### src/rtl/lut_result_pack_pkg.sv
// Shared lane geometry, lane decode and fill-FSM state type for the PIM LUT
// lookup and result-pack paths.
package lut_result_pack_pkg;

  localparam int NUM_LANE   = 16;
  localparam int LANE_W     = 16;
  localparam int ROW_W      = NUM_LANE * LANE_W;
  localparam int LANE_IDX_W = $clog2(NUM_LANE);

  typedef enum logic {
    ST_FILL = 1'b0,
    ST_FULL = 1'b1
  } fill_state_e;

  function automatic logic [NUM_LANE-1:0] lane_onehot(input logic [LANE_IDX_W-1:0] idx);
    logic [NUM_LANE-1:0] oh;
    oh      = '0;
    oh[idx] = 1'b1;
    return oh;
  endfunction

endpackage

### src/rtl/lut_row_slot.sv
// Single-entry valid/ready output register holding one packed row and its lane mask.
// Handshake: a row transfers on any cycle where o_valid & i_ready; data/mask hold while o_valid & !i_ready.
module lut_row_slot
  import lut_result_pack_pkg::*;
(
  input  logic                clk,
  input  logic                rst_x,
  input  logic                i_load,
  input  logic [ROW_W-1:0]    i_data,
  input  logic [NUM_LANE-1:0] i_mask,
  input  logic                i_ready,
  output logic                o_valid,
  output logic [ROW_W-1:0]    o_data,
  output logic [NUM_LANE-1:0] o_mask,
  output logic                o_free
);

  logic                r_valid;
  logic [ROW_W-1:0]    r_data;
  logic [NUM_LANE-1:0] r_mask;

  // Free now, or emptying at this edge, so a new row may be loaded in the same cycle.
  assign o_free  = !r_valid || i_ready;
  assign o_valid = r_valid;
  assign o_data  = r_data;
  assign o_mask  = r_mask;

  always_ff @(posedge clk) begin
    if (rst_x) begin
      r_valid <= 1'b0;
      r_data  <= '0;
      r_mask  <= '0;
    end else if (i_load) begin
      r_valid <= 1'b1;
      r_data  <= i_data;
      r_mask  <= i_mask;
    end else if (i_ready) begin
      r_valid <= 1'b0;
    end
  end

endmodule

### src/rtl/lut_result_pack.sv
// Gathers per-lane LUT results into a packed row plus lane mask and hands completed
// or flushed rows to the bank write port. Lane geometry comes from lut_result_pack_pkg.
module lut_result_pack
  import lut_result_pack_pkg::*;
(
  input  logic                clk,
  input  logic                rst_x,
  input  logic                i_lut_valid,
  input  logic [LANE_W-1:0]   i_lut_result,
  input  logic [NUM_LANE-1:0] i_lut_result_enable,
  input  logic                i_flush,
  output logic                o_in_ready,
  output logic                o_wr_valid,
  input  logic                i_wr_ready,
  output logic [ROW_W-1:0]    o_wr_data,
  output logic [NUM_LANE-1:0] o_wr_mask,
  output logic                o_dup_err,
  output logic [15:0]         o_row_cnt,
  output fill_state_e         o_dbg_state
);

  fill_state_e         r_state;
  fill_state_e         w_state_nxt;
  logic [ROW_W-1:0]    r_fill_data;
  logic [NUM_LANE-1:0] r_fill_mask;
  logic                r_dup_err;
  logic [15:0]         r_row_cnt;

  logic [NUM_LANE-1:0] w_wr_en;
  logic [ROW_W-1:0]    w_post_data;
  logic [NUM_LANE-1:0] w_post_mask;
  logic                w_close;
  logic                w_dup;
  logic                w_slot_free;
  logic                w_load;
  logic [ROW_W-1:0]    w_load_data;
  logic [NUM_LANE-1:0] w_load_mask;
  logic [ROW_W-1:0]    w_fill_data_nxt;
  logic [NUM_LANE-1:0] w_fill_mask_nxt;

  assign o_in_ready  = (r_state == ST_FILL);
  assign o_dup_err   = r_dup_err;
  assign o_row_cnt   = r_row_cnt;
  assign o_dbg_state = r_state;

  // Writes are only taken while filling; in FULL the pending row must not change.
  assign w_wr_en     = (i_lut_valid && o_in_ready) ? i_lut_result_enable : '0;
  assign w_post_mask = r_fill_mask | w_wr_en;
  assign w_dup       = |(r_fill_mask & w_wr_en);
  assign w_close     = o_in_ready && ((&w_post_mask) || (i_flush && (|w_post_mask)));

  always_comb begin
    w_post_data = r_fill_data;
    for (int k = 0; k < NUM_LANE; k++) begin
      if (w_wr_en[k]) begin
        w_post_data[k*LANE_W +: LANE_W] = i_lut_result;
      end
    end
  end

  always_comb begin
    w_state_nxt     = r_state;
    w_fill_data_nxt = r_fill_data;
    w_fill_mask_nxt = r_fill_mask;
    w_load          = 1'b0;
    w_load_data     = w_post_data;
    w_load_mask     = w_post_mask;
    case (r_state)
      ST_FILL: begin
        if (w_close && w_slot_free) begin
          // Data is cleared too so unwritten lanes of the next row read as zero.
          w_load          = 1'b1;
          w_fill_data_nxt = '0;
          w_fill_mask_nxt = '0;
        end else begin
          w_fill_data_nxt = w_post_data;
          w_fill_mask_nxt = w_post_mask;
          if (w_close) begin
            w_state_nxt = ST_FULL;
          end
        end
      end
      ST_FULL: begin
        w_load_data = r_fill_data;
        w_load_mask = r_fill_mask;
        if (w_slot_free) begin
          w_load          = 1'b1;
          w_fill_data_nxt = '0;
          w_fill_mask_nxt = '0;
          w_state_nxt     = ST_FILL;
        end
      end
      default: w_state_nxt = ST_FILL;
    endcase
  end

  always_ff @(posedge clk) begin
    if (rst_x) begin
      r_state     <= ST_FILL;
      r_fill_data <= '0;
      r_fill_mask <= '0;
      r_dup_err   <= 1'b0;
      r_row_cnt   <= '0;
    end else begin
      r_state     <= w_state_nxt;
      r_fill_data <= w_fill_data_nxt;
      r_fill_mask <= w_fill_mask_nxt;
      if (w_dup) begin
        r_dup_err <= 1'b1;
      end
      if (w_load) begin
        r_row_cnt <= r_row_cnt + 16'd1;
      end
    end
  end

  lut_row_slot u_slot (
    .clk     (clk),
    .rst_x   (rst_x),
    .i_load  (w_load),
    .i_data  (w_load_data),
    .i_mask  (w_load_mask),
    .i_ready (i_wr_ready),
    .o_valid (o_wr_valid),
    .o_data  (o_wr_data),
    .o_mask  (o_wr_mask),
    .o_free  (w_slot_free)
  );

endmodule

### config.mk
export PLATFORM = sky130hd
export DESIGN_NAME = lut_result_pack
export DESIGN_NICKNAME = d
export VERILOG_FILES = /design/src/rtl/lut_result_pack_pkg.sv /design/src/rtl/lut_row_slot.sv /design/src/rtl/lut_result_pack.sv
export SDC_FILE = /design/constraint.sdc
export NUM_CORES = 1
export LEC_CHECK = 0
export BUFFER_PORTS_ARGS = -buffer_cell sky130_fd_sc_hd__buf_2
export CAP_MARGIN = 20
export CORE_MARGIN = 4
export CORE_UTILIZATION = 50
export CTS_CLUSTER_SIZE = 28
export DETAILED_ROUTE_END_ITERATION = 12
export GPL_TIMING_DRIVEN = 0
export PLACE_DENSITY = 0.71
export SLEW_MARGIN = 40
export SYNTH_ARGS = -nofsm -noshare
export SYNTH_HDL_FRONTEND = slang
export SYNTH_SLANG_ARGS = --single-unit
### constraint.sdc
create_clock -name clk -period 2.6 [get_ports clk]
set_input_delay 0.13 -clock clk [delete_from_list [all_inputs] [get_ports clk]]
set_output_delay 0.13 -clock clk [all_outputs]
set_load 0.01 [all_outputs]
==> results.sh <==
export IMPL_status="finished, violations left"
export IMPL_violations="negative setup slack"
export IMPL_final_common_cell="nand2_1"
export IMPL_gp_congestion=0.963
export IMPL_hpwl_mm=57.4
export IMPL_regArea_mm2=0.0113
export IMPL_multi_input_comb_area_mm2=0.0100
export IMPL_grt_pass1_vias=21100
export IMPL_sw_frac_of_total=0.317
export IMPL_cts_buffers=57
export IMPL_slew_headroom=0.387
export IMPL_p_clk_frac=0.331
export IMPL_peakVddDrop_mv=0.580
export IMPL_p_int_uw=16400
export IMPL_grt_use_met2=0.538
export IMPL_seqPwrFrac=0.420
export IMPL_fin_nets=3030
export IMPL_fp_dieH_um=215
export IMPL_setup_slack_ns=-0.277
export IMPL_cts_tree="yes"
export IMPL_synth_edff_count=0
export IMPL_dr_first_iter_drc_count=2508
export IMPL_cts_htree_levels=2
export IMPL_rsz0062_at_grt="true"
export IMPL_async_flop_share=0
export IMPL_skew_ns=0.0129
export IMPL_dp_slack_ns=-1.26
export IMPL_synth_top_cell_by_area="dfxtp_1"
export IMPL_drive_gt1_frac=0.250
export IMPL_combPwrFrac=0.249
export IMPL_synth_flop_cell="dfxtp_1"
export IMPL_crit_arrival_ns=3.38
export IMPL_clkLatencyLatePin_ns=0.61
export IMPL_drc=0
export IMPL_final_antenna_net_count=0
export IMPL_syn_cell_area_mm2=0.0215
export IMPL_start_util=0.509
export IMPL_rows=75
export IMPL_gr_total_overflow=0
export IMPL_finalHoldViolCount=0
export IMPL_min_period_ns=2.88
export IMPL_core_area_mm2=0.0422
export IMPL_most_common_layout_cells="nand2_1, dfxtp_1, a21oi_1"
export IMPL_syn_inst=2560
export IMPL_cts_root_buf="clkbuf_16"
export IMPL_routedWlPerCell_um=24.5
export IMPL_cp_end_kind="register"
export IMPL_gr_usage_all_layers=0.345
export IMPL_ys_seq_elements=563
export IMPL_hp_class="in -> reg"
export IMPL_finalPower_uw=24000
export IMPL_critical_path_max_fanout=10
export IMPL_grt_start_max_net_pins=14
export IMPL_drv_slew=0
export IMPL_start_kind="register"
export IMPL_use_met3=0.0785
export IMPL_switchingPower_uw=7600
export IMPL_synth_area_top_cells="dfxtp_1, nand2_1, a21oi_1"
export IMPL_synth_nets=2598
export IMPL_die_x_um=215
export IMPL_cp_required_ns=3.10
export IMPL_synth_top_area_share=0.525
export IMPL_yosysUniqueCellTypes=45
export IMPL_dieArea_mm2=0.0463
export IMPL_antenna_found_initial=3
export IMPL_vias=22800
export IMPL_cts_sinks=563
export IMPL_cts_buffer_depth=3
export IMPL_clk_pin_slew_worst_paths_ns=0.06
export IMPL_grt_pass1_wl_mm=126
export IMPL_p_leak_uw=0.0106
export IMPL_ys_warn_count=0
export IMPL_ys_seq_area_frac=0.525
export IMPL_syn_avg_cell_area_um2=8.39
export IMPL_grt_use_met1=0.448
export IMPL_dr_pass1_iters=7
export IMPL_fmax_mhz=348
export IMPL_area_delta_synth_final_pct=31.8
export IMPL_port_buffers=311
export IMPL_powerDensity_mw_per_mm2=847
export IMPL_io_pins=329
export IMPL_crit_type="reg -> reg"
export IMPL_worstMarginPinSlew_ns=0.920
export IMPL_period_share=1.11
export IMPL_maxCapViolations=0
export IMPL_wl_mm=87.5
export IMPL_finalSetupViolCount=560
export IMPL_vias_per_cell=6.38
export IMPL_grt_busiest_layer="met2"
export IMPL_fill_cells=3437
==> metrics by stage <==
step / util / instances / hold WS, ns / TNS, ns / instance area (um^2)
finish: 0.670 / 3574 / 0.0382 / -97.65 / 28300
global route: 0.670 / 3572 / 0.0382 / -134.69 / 28300
CTS: 0.641 / 3542 / 0.00772 / -105.30 / 27100
detailed placement: 0.563 / 3410 / 0.447 / -506.89 / 23800
global placement: 0.563 / 3410 / 0.441 / -475.79 / 23800
floorplan: - / 2560 / 0.386 / -4.84 / 21500
==> worst paths after layout <==
kind,start,to,slack (ns),cells past startpoint
worst max-delay path,o_dbg_state,r_fill_data[194],-0.28,12
worst min-delay path,i_lut_result_enable[6],r_fill_data[96],0.04,4
worst max register to register,o_dbg_state,r_fill_data[194],-0.28,12
worst min register to register,r_fill_data[62],r_fill_data[62],0.45,2
==> state kept, by name, indices dropped and copies added (netlist names) <==
register	cells
u_slot.o_valid	1
o_row_cnt	16
o_dbg_state	1
r_fill_mask	16
o_dup_err	1
u_slot.o_data	256
u_slot.o_mask	16
r_fill_data	256
==> area by class of cell <==
| class | instances | area share |
|---|---|---|
| clock inverters | 14 | 0.00345 |
| well taps | 539 | 0.0238 |
| inverters | 2 | 0.000265 |
| repair buffers | 375 | 0.0889 |
| diodes | 2 | 0.000177 |
| plain buffers | 266 | 0.0727 |
| flip-flops and latches | 563 | 0.398 |
| clock buffers | 86 | 0.0588 |
| multi-input cells | 1727 | 0.354 |
==> power groups by stage <==
stage	combinational, uW	clock, uW	sequential [uW]
floorplan	2430	0	10400
global placement	4510	0	10200
detailed placement	4590	0	10200
CTS	5330	7940	10000
global route	6290	8290	10100
finish	5960	7940	10100
==> cells by family after synthesis <==
| family | after synthesis | share of synthesized area |
|---|---|---|
| simple gates | 878 | 0.165 |
| compound gates | 846 | 0.255 |
| flops | 563 | 0.525 |
| buf+inv | 270 | 0.0529 |
| mux | 2 | 0.00105 |
| fa+ha+maj | 1 | 0.000582 |
==> metal layers <==
metal	part of all wire	wire length, um
met1	0.39	33700
met2	0.45	39300
met3	0.11	9380
met4	0.058	5060
met5	0.00015	13
==> critical path: stages, from the launching register on <==
cell and delay (ns):
dfxtp_4 0.40, and3b_1 0.22, buf_4 0.20, nor2_4 0.06, or4_4 0.53, nor4_4 0.14, buf_4 0.20, a21oi_4 0.09
o31ai_4 0.20, buf_6 0.23, buf_12 0.21, clkbuf_16 0.19, o22ai_2 0.07
==> timing repair <==
action                                  CTS  global route
pin swaps                                52            79
endpoints found under the setup margin  563           562
setup buffers                            25            12
resized for setup                       303           169
endpoints found under the hold margin     5             0
hold buffers                              2             0
gates cloned                              7            18
==> Yosys cell counts (6+ instances only) <==
library cell    n
nor4_1          8
a21oi_1       463
o32ai_1        30
or3_1           6
o22ai_1        55
and2_1          8
nand3_1        46
nand2_1       721
a211oi_1       16
o31ai_1         7
or4_1           9
dfxtp_1       563
a311oi_1      256
and3b_1         8
nor2_1         51
o21ai_0         7
clkbuf_1      173
buf_2          89
No activity file was read; power rests on OpenSTA's default activity.
